===== config.mk =====
export PLATFORM = sky130hd
export DESIGN_NAME = hamming_scrub_decoder
export DESIGN_NICKNAME = d
export VERILOG_FILES = /design/src/rtl/hamming_scrub_decoder.sv
export SDC_FILE = /design/constraint.sdc
export NUM_CORES = 1
export LEC_CHECK = 0
export CORE_MARGIN = 3
export CORE_UTILIZATION = 51
export CTS_CLUSTER_DIAMETER = 40
export DETAILED_ROUTE_END_ITERATION = 10
export GPL_ROUTABILITY_DRIVEN = 1
export PLACE_DENSITY = 0.85
export SLEW_MARGIN = 30
export SYNTH_ARGS = -nofsm -noshare
export SYNTH_HDL_FRONTEND = slang
export SYNTH_SLANG_ARGS = --single-unit
export TNS_END_PERCENT = 1

===== constraint.sdc =====
create_clock -name clk -period 7.5 [get_ports clk]
set_clock_uncertainty 0.1 [all_clocks]
set_input_delay 1.5 -clock clk [delete_from_list [all_inputs] [get_ports clk]]
set_output_delay 1.5 -clock clk [all_outputs]
set_load 0.005 [all_outputs]

===== src/rtl/hamming_scrub_decoder.sv =====
// Sequential Hamming(7,4) check-and-correct engine: one 4-bit block per cycle,
// returning the corrected codeword, per-block error flags and a saturating count.
module hamming_scrub_decoder #(
  parameter int WIDTH       = 16,
  parameter int BLOCKS      = WIDTH / 4,
  parameter int PARITY_BITS = BLOCKS * 3,
  parameter int CNT_W       = 8
) (
  input  logic                   clk,
  input  logic                   rst,
  input  logic                   in_valid,
  output logic                   in_ready,
  input  logic [WIDTH-1:0]       in_data,
  input  logic [PARITY_BITS-1:0] in_parity,
  output logic                   out_valid,
  input  logic                   out_ready,
  output logic [WIDTH-1:0]       out_data,
  output logic [PARITY_BITS-1:0] out_parity,
  output logic [BLOCKS-1:0]      err_mask,
  output logic [CNT_W-1:0]       corr_count,
  input  logic                   count_clr
);

  localparam int IDX_W = (BLOCKS > 1) ? $clog2(BLOCKS) : 1;
  localparam logic [IDX_W-1:0] LAST_IDX = IDX_W'(BLOCKS - 1);
  localparam logic [CNT_W-1:0] CNT_MAX  = {CNT_W{1'b1}};

  typedef enum logic [1:0] {IDLE = 2'd0, CHECK = 2'd1, DONE = 2'd2} state_t;

  // Parity bits {q2, q1, q0} of one data nibble.
  function automatic logic [2:0] calc_parity(input logic [3:0] d);
    return {d[0] ^ d[2] ^ d[3], d[0] ^ d[1] ^ d[3], d[0] ^ d[1] ^ d[2]};
  endfunction

  // Syndrome to flip pattern laid out as {p[2:0], d[3:0]}.
  function automatic logic [6:0] flip_mask(input logic [2:0] s);
    logic [6:0] f;
    case (s)
      3'b111:  f = 7'b000_0001;
      3'b011:  f = 7'b000_0010;
      3'b101:  f = 7'b000_0100;
      3'b110:  f = 7'b000_1000;
      3'b001:  f = 7'b001_0000;
      3'b010:  f = 7'b010_0000;
      3'b100:  f = 7'b100_0000;
      default: f = 7'b000_0000;
    endcase
    return f;
  endfunction

  state_t                 state_q;
  logic [WIDTH-1:0]       data_q, data_d;
  logic [PARITY_BITS-1:0] parity_q, parity_d;
  logic [BLOCKS-1:0]      err_q;
  logic [CNT_W-1:0]       cnt_q, cnt_d;
  logic [IDX_W-1:0]       idx_q;
  logic                   in_ready_q, out_valid_q;
  logic [3:0]             blk_d_s;
  logic [2:0]             blk_p_s, syn_s;
  logic [6:0]             fix_s;

  // Correct the currently indexed block and compute the next counter value.
  always_comb begin
    blk_d_s  = data_q[4*idx_q +: 4];
    blk_p_s  = parity_q[3*idx_q +: 3];
    syn_s    = blk_p_s ^ calc_parity(blk_d_s);
    fix_s    = flip_mask(syn_s);
    data_d   = data_q;
    parity_d = parity_q;
    data_d[4*idx_q +: 4]   = blk_d_s ^ fix_s[3:0];
    parity_d[3*idx_q +: 3] = blk_p_s ^ fix_s[6:4];
    // Clear takes priority over a same-cycle correction.
    if (count_clr) begin
      cnt_d = '0;
    end else if ((state_q == CHECK) && (syn_s != 3'b000) && (cnt_q != CNT_MAX)) begin
      cnt_d = cnt_q + CNT_W'(1);
    end else begin
      cnt_d = cnt_q;
    end
  end

  // Control FSM with registered handshake and result outputs.
  always_ff @(posedge clk or posedge rst) begin
    if (rst) begin
      state_q     <= IDLE;
      data_q      <= '0;
      parity_q    <= '0;
      err_q       <= '0;
      cnt_q       <= '0;
      idx_q       <= '0;
      in_ready_q  <= 1'b1;
      out_valid_q <= 1'b0;
    end else begin
      cnt_q <= cnt_d;
      case (state_q)
        IDLE: begin
          if (in_valid) begin
            data_q     <= in_data;
            parity_q   <= in_parity;
            err_q      <= '0;
            idx_q      <= '0;
            in_ready_q <= 1'b0;
            state_q    <= CHECK;
          end
        end
        CHECK: begin
          data_q   <= data_d;
          parity_q <= parity_d;
          if (syn_s != 3'b000) begin
            err_q[idx_q] <= 1'b1;
          end
          if (idx_q == LAST_IDX) begin
            out_valid_q <= 1'b1;
            state_q     <= DONE;
          end else begin
            idx_q <= idx_q + IDX_W'(1);
          end
        end
        DONE: begin
          if (out_ready) begin
            out_valid_q <= 1'b0;
            in_ready_q  <= 1'b1;
            state_q     <= IDLE;
          end
        end
        default: begin
          out_valid_q <= 1'b0;
          in_ready_q  <= 1'b1;
          state_q     <= IDLE;
        end
      endcase
    end
  end

  assign in_ready   = in_ready_q;
  assign out_valid  = out_valid_q;
  assign out_data   = data_q;
  assign out_parity = parity_q;
  assign err_mask   = err_q;
  assign corr_count = cnt_q;

endmodule


After elaboration in Yosys (flattened, before gate mapping)
Index checks and enable logic that the tools add are counted.
Widths: inputs -> output; s select.
{ "word_totals": {"ff_bits": 46, "mem_bits_rw": 0, "input_bits": 33, "n_memories": 0, "latchBits": 0, "mem_bits_ro": 0} }
{ "op_classes": {"shifts": 6, "n_mul": 1, "n_eq_ne": 16, "div_mod_pow": 0, "n_bitwise": 11, "n_addsub": 4, "magnitude_cmp": 2, "n_mux": 27, "n_reduce_logical": 13} }
{ "ops": {"columns": ["cell", "n"], "rows": [
  ["$neg 4->34", 2],
  ["$pmux 7 s7", 1],
  ["$shift 3x34->12 const A", 1],
  ["$shift 4x34->16 const A", 1],
  ["$shiftx 3x34->12", 1],
  ["$shiftx 4x34->16", 1],
  ["$pmux 16 s2", 1],
  ["$pmux 12 s2", 1],
  ["$bwmux 16", 1],
  ["$mux 16", 1],
  ["$mux 8", 2],
  ["$shiftx 16x5->4", 1],
  ["$reduce_and 3->1", 5],
  ["$bwmux 12", 1],
  ["$eq 3x3->1 const B", 4],
  ["$mux 12", 1],
  ["$shiftx 12x5->3", 1],
  ["$mux 2", 5],
  ["$add 8x1->8 const B", 1],
  ["$mux 4", 2],
  ["$ne 8x8->1 const B", 1],
  ["$pmux 4 s2", 1],
  ["$eq 3x2->1 const B", 2],
  ["$ne 2x2->1 const B", 3],
  ["other kinds (23)", 39]
]} }

Logic depth before layout (Yosys ltp)
Gate-level depths: netlist (run 1).
{ "depth": {"ltp_word": 10, "ltp_mapped": 8} }

Worst setup path after synthesis (run 1)
No wires, ideal clock.
{ "synth_timing": {"kind": "register to register", "from": "reg idx_q[0]", "to": "reg cnt_q[5] (netlist: corr_count[5])", "t_arrival_ps": 2435, "synth_period_minus_slack_ps": 2654, "path_buffers": 2, "path_slack_ps": 4846, "setup_time_ps": 119, "stages_incl_launch_ff": 9, "required_time_ps": 7281, "cell_sequence": "dfrtp_1 -> buf_6 -> mux4_2 -> xnor3_2 -> xnor2_4 -> o31ai_2 -> buf_6 -> o31a_1 -> o21ba_1"} }
{ "synth_between": {"elab_chain_len": 8, "elab_cells_between_ends": 13, "cone_classes": "mul (1); shift (2); bitwise (6); reduce/logical (4)"} }
{ "synth_lines": {"columns": ["item", "line_no", "source"], "rows": [
  ["start, declared", "56", "logic [IDX_W-1:0] idx_q;"],
  ["start signal, assigned", "116", "idx_q <= idx_q + IDX_W'(1);"],
  ["branches (longest 3 deep; another with $mul 2x2->4)", null, null],
  ["$xor 3x3->3 (*)", "66", "syn_s = blk_p_s ^ calc_parity(blk_d_s);"],
  ["$reduce_bool 3->1 (*)", "75", "end else if ((state_q == CHECK) && (syn_s != 3'b000) && (cnt_q != CNT_MAX)) begin"],
  ["$logic_and 1x1->1 (*) (2 in series)", "75", null],
  ["$reduce_bool 2->1 (no source line) (*)", null, null],
  ["end signal, assigned", "94", "cnt_q <= cnt_d;"],
  ["end, declared", "55", "logic [CNT_W-1:0] cnt_q, cnt_d;"]
]} }
Mark *: on every way between the ends.
A chain may end at the register's enable or synchronous reset.

Final worst setup path (run 1)
{ "layout_timing": {"from": "reg idx_q[0]", "to": "reg cnt_q[4] (netlist: corr_count[4])"} }
The elaborated chain is that of the path after synthesis.

==> results of run 1 <==
[sequential cells by signal (all words and copies together), names as in the netlist]
name / cells
out_data: 16
err_mask: 4
in_ready: 1
state_q: 2
out_valid: 1
idx_q: 2
corr_count: 8
out_parity: 12
[layout make-up]
class                      instances  area, um2
clock buffer                       6       82.6
clock inverter                     2       60.1
fill                             377       1310
inverter                           5       18.8
multi-input combinational        201       1350
sequential                        46       1150
tap                               67       83.8
timing repair buffer              76        756
[how the worst min path moves through the flow]
stage           startpoint           to  slack [ns]
4_1_cts        err_mask[1]  err_mask[1]        0.41
6_report       err_mask[1]  err_mask[1]        0.42
2_1_floorplan  err_mask[0]  err_mask[0]        0.39
3_5_place_dp   err_mask[1]  err_mask[1]        0.39
5_1_grt        err_mask[0]  err_mask[0]        0.46
3_3_place_gp   err_mask[3]  err_mask[3]        0.39
[per-stage QoR]
stage / hold WS, ns / cell area [um2] / worst slack [ns]
CTS: 0.415 / 3510 / 4.28
detailed placement: 0.391 / 3360 / 4.12
global route: 0.455 / 3510 / 4.06
finish: 0.418 / 3510 / 4.27
global placement: 0.392 / 3360 / 4.28
floorplan: 0.390 / 2580 / 4.81
[critical path, cell delays in order, from the launching register on]
cell and delay (ns):
dfrtp_1 0.73, mux4_2 0.68, xnor3_2 0.50, xnor2_4 0.18, o31ai_2 0.58, o21ai_0 0.21, a21oi_1 0.19
[metal layers]
metal	track usage, %	up-vias	part of all wire, %
met4	10.7	0	2.7
met2	44.3	129	50
met1	34.6	1181	40
met5	0	-	0
li1	-	1102	-
met3	5.87	22	7.3
[cells by family (layout without fill, tap and decap cells)]
group / Yosys count / in the layout / share of synthesized area (%)
AOI/OAI and AO/OA: 88 / 88 / 20.5
and+or+nand+nor: 82 / 82 / 14.0
DFF: 46 / 46 / 44.7
xor gates and xnor gates: 17 / 17 / 8.25
buffers and inverters: 15 / 89 / 2.82
muxes: 9 / 9 / 7.33
adders and majority gates: 5 / 5 / 2.43
[placed cells by master (no fill, tap or decap), drive strengths merged]
cell type | synthesis | layout
nor4 | 1 | 1
and3 | 1 | 1
xnor2 | 9 | 9
xnor3 | 1 | 1
o22ai | 28 | 28
and2 | 1 | 1
o31ai | 3 | 3
mux4 | 7 | 7
o31a | 2 | 2
a41oi | 1 | 1
nand2 | 22 | 22
nor2b | 1 | 1
nor2 | 35 | 35
dfstp | 1 | 1
buf | 4 | 2
nand2b | 3 | 3
nand4 | 1 | 1
inv | 5 | 4
ha | 5 | 5
a22o | 4 | 4
o21ai | 5 | 5
bufinv | 0 | 2
o22a | 1 | 1
mux2i | 2 | 2
or3 | 3 | 3
a31o | 1 | 1
o21ba | 1 | 1
or4 | 1 | 1
nor3 | 3 | 3
a21oi | 42 | 42
xor2 | 7 | 7
clkdlybuf4s50 | 0 | 74
dfrtp | 45 | 45
clkinv | 0 | 1
clkbuf | 6 | 6
nand3 | 8 | 8
nand3b | 2 | 2
==> flow_summary.toml, run 1 <==
[yosys]
synth_commonest_cells = "dfrtp_1, a21oi_1, nor2_1, o22ai_1, nand2_1"
synth.most_common_cell = "dfrtp_1"
yosysUniqueCellTypes = 42
synth_warnings = 0
ys_ff_latch = 46
synth_flop_cell = "dfrtp_1"
yosysTopAreaCellShare_pct = 43.7
synth_area_per_cell_um2 = 9.84
synth_top_area_cell = "dfrtp_1"
async_flop_share_pct = 100
synthTopCellsByArea = "dfrtp_1, a21oi_1, o22ai_1"
syn-instance-count = 262
syn_nets = 300
seq_area_frac_synth_pct = 44.7
syn_area_um2 = 2580
synth_edf_count = 0

[routing]
vias = 2434
firstDrtPassIters = 5
drt.antenna.violating_nets = 0
post_drt_wl_per_cell_um = 18.7
via_per_inst = 6.04
remaining_drc_errors = 0
drt_iter0_drc = 265
drt_wl_total_um = 7540

[worst_hold_path]
holdPathStages = 1
min_path_type = "flip-flop to flip-flop"

[clock_network]
cts_sinks = 46
post-cts-setup-buffers = 0
clk_path_buf_depth = 2
clk_pin_slew_ns = 0.09
cts_root_buf = "clkbuf_8"
cts_tree = "built"
clk_latency_ns = 0.31
ctsHoldBuffers = 0
htree_levels = 2
cts_buffers = 5
cts_resized = 0

[placed_design]
dpl.hpwl_um = 5350
io_buffers = 74
dp_cells = 395
gp_congestion = 0.872

[timing]
setup_viol = 0
hold_violations = 0
fin_setup_tns_ns = 0
worstMarginPinSlew_ns = 0.814
rsz0062_at_grt = "no"
period_share_pct = 43.1
max_slew_margin_pct = 45.7
maxSlewViolCount = 0
min_period_ns = 3.23
max_freq_mhz = 309

[global_route]
first_global_vias = 2455
grt_pass1_wl_um = 12500
antenna_found_initial = 0
grt_max_degree = 47
overflow = 0
grt_usage_pct = 26.9

[floorplanning]
core_region_area_um2 = 4820
die_x_um = 77.1
die_h_um = 77.1
io_pins = 75
initial_core_util_pct = 53.5
dieArea_um2 = 5940
rows = 25

[cells_and_area]
areaGrowthSynthToFinish_pct = 36.0
final_util_pct = 72.8
stdcell_count = 403
drive_gt1_share_pct = 7.14
num-nets-final = 373
antenna_cells = 0

[worst_setup_path]
critPathLaunchType = "flip-flop"
rr_worst_depth = 6
required_ns = 7.63
worstSetupStartpoint = "idx_q[0]"
r2r_start = "idx_q[0]"
arrival_ns = 3.36
critPathKind = "flip-flop to flip-flop"
r2r_end = "corr_count[4]"
end_kind = "flip-flop"
crit_fanout = 11
critPathCapture = "corr_count[4]"
reg2reg_slack_ns = 4.27

[status]
outcome = "completed"

[flow_run]
cap_violations = 0
Power of run 1 is left out: the tool's default activity adds up to more than one toggle a clock period on the data nets, which glitch-free logic cannot reach.
==> run 2: changes to the inputs <==
CORE_UTILIZATION = 48   (was 51)
PLACE_DENSITY = 0.81   (was 0.85)
clock period = 3.17 ns   (was 7.5 ns; I/O delays follow)
==> run 2 against run 1 <==
Compared with the run above: utilization down 4.2 points; via count down 0.25%; critical path type unchanged; cell area up 0.61%; critical path depth up 2; fmax up 10%; hold slack worse by 0.0074 ns; global-route usage down 2.6 points; routed wire length down 2.3%; clock-buffer cell count up 1; sequential cell count unchanged; largest cell class unchanged; critical endpoint is now out_data[7]; cell count up 2.7%.
==> flow_summary.toml, run 2 (synthesized netlist as in run 1, its figures left out) <==
[worst_setup_path]
critPathMaxStageDelay_ns = 0.57
critPathLaunchType = "flip-flop"
worstSetupStartpoint = "idx_q[0]"
arrival_ns = 3.00
reg2reg_slack_ns = 0.24
crit_family = "XOR/XNOR gates"
rr_worst_depth = 8
r2r_start = "idx_q[0]"
path_buf_inv = 2
r2r_end = "out_data[7]"
end_kind = "flip-flop"
critPathCapture = "out_data[7]"
cp_cell_sequence = "buf_4 > mux4_2 > xnor2_1 > xnor2_2 > buf_4 > nor3_1 > xnor2_1 > o22ai_1"
crit_fanout = 6
cpMaxStageDelayCell = "mux4_2"
cp.depth = 8
required_ns = 3.24
critPathKind = "flip-flop to flip-flop"

[worst_hold_path]
min_path_type = "flip-flop to flip-flop"

[routing]
remaining_drc_errors = 0
post_drt_wl_per_cell_um = 17.8
via_per_inst = 5.86
drt.antenna.violating_nets = 0
drt_iter0_drc = 182
drt_wl_total_um = 7370
firstDrtPassIters = 5
vias = 2428

[timing]
hold_violations = 0
rsz0062_at_grt = "no"
worstMarginPinSlew_ns = 0.719
fin_setup_tns_ns = 0
setup_viol = 0
maxSlewViolCount = 0
period_share_pct = 92.5
max_freq_mhz = 341
max_slew_margin_pct = 52.0
whs_ns = 0.410
min_period_ns = 2.93

[floorplanning]
die_x_um = 79.3
rows = 26
io_pins = 75
core_region_area_um2 = 5140
initial_core_util_pct = 50.1
dieArea_um2 = 6290
die_h_um = 79.3

[clock_network]
clk_pin_slew_ns = 0.09
htree_levels = 2
cts_sinks = 46
cts_buffers = 5
ctsHoldBuffers = 0
clk_latency_ns = 0.30
cts_tree = "built"
cts_root_buf = "clkbuf_8"
clk_path_buf_depth = 2

[global_route]
antenna_found_initial = 0
grt_pass1_wl_um = 11600
first_global_vias = 2237
grt_max_degree = 47
overflow = 0
grt_usage_pct = 24.3

[cells_and_area]
drive_gt1_share_pct = 9.01
areaGrowthSynthToFinish_pct = 36.8
mostFrequentLayoutCells = "clkdlybuf4s50_1, dfrtp_1, a21oi_1, nor2_1, o22ai_1"
layout_commonest_cell = "clkdlybuf4s50_1"
largest_reg_flops = 16
num-nets-final = 381
stdcell_count = 414
antenna_cells = 0

[flow_run]
cap_violations = 0

[status]
outcome = "completed"

[placed_design]
io_buffers = 74
gp_congestion = 0.919
dp_cells = 402
dpl.hpwl_um = 5410
[run 2: worst min path at each step]
stage	startpoint	end	slack, ns	cells after the start
final	err_mask[3]	err_mask[3]	0.41	1
after global placement	err_mask[3]	err_mask[3]	0.39	1
after detailed placement	err_mask[3]	err_mask[3]	0.39	1
after global routing	err_mask[0]	err_mask[0]	0.43	1
after CTS	err_mask[3]	err_mask[3]	0.41	1
after floorplan	err_mask[0]	err_mask[0]	0.39	1
[run 2: layout make-up]
class / count / area (um2)
repair buffers: 84 / 816
clock inverters: 1 / 5.00
fillers: 413 / 1610
inverters: 5 / 18.8
clock buffers: 7 / 86.3
flip-flops and latches: 46 / 1150
well taps: 70 / 87.6
multi-input cells: 201 / 1360
[run 2: timing repair]
item | 4_1_cts | 5_1_grt
resized for setup | 0 | 1
endpoints found under the setup margin | 0 | 2
buffers inserted | 0 | 4
[run 2: metal layers]
layer,wire length [um],GRT usage (%),up-vias
met3,484,5.22,8
met1,3200,33.5,1194
met5,0,0,-
met4,75,7.90,0
met2,3610,38.3,102
li1,-,-,1124
[run 2: through the flow]
step                      worst slack, ns  util, %  area [um2]
after global routing               0.0346     68.6        3530
after CTS                           0.213     67.9        3490
after detailed placement            0.245     66.1        3400
after global placement              0.322     66.1        3400
final                               0.238     68.6        3530
after floorplan                     0.516        -        2580
Power of run 2 is left out for the same reason.
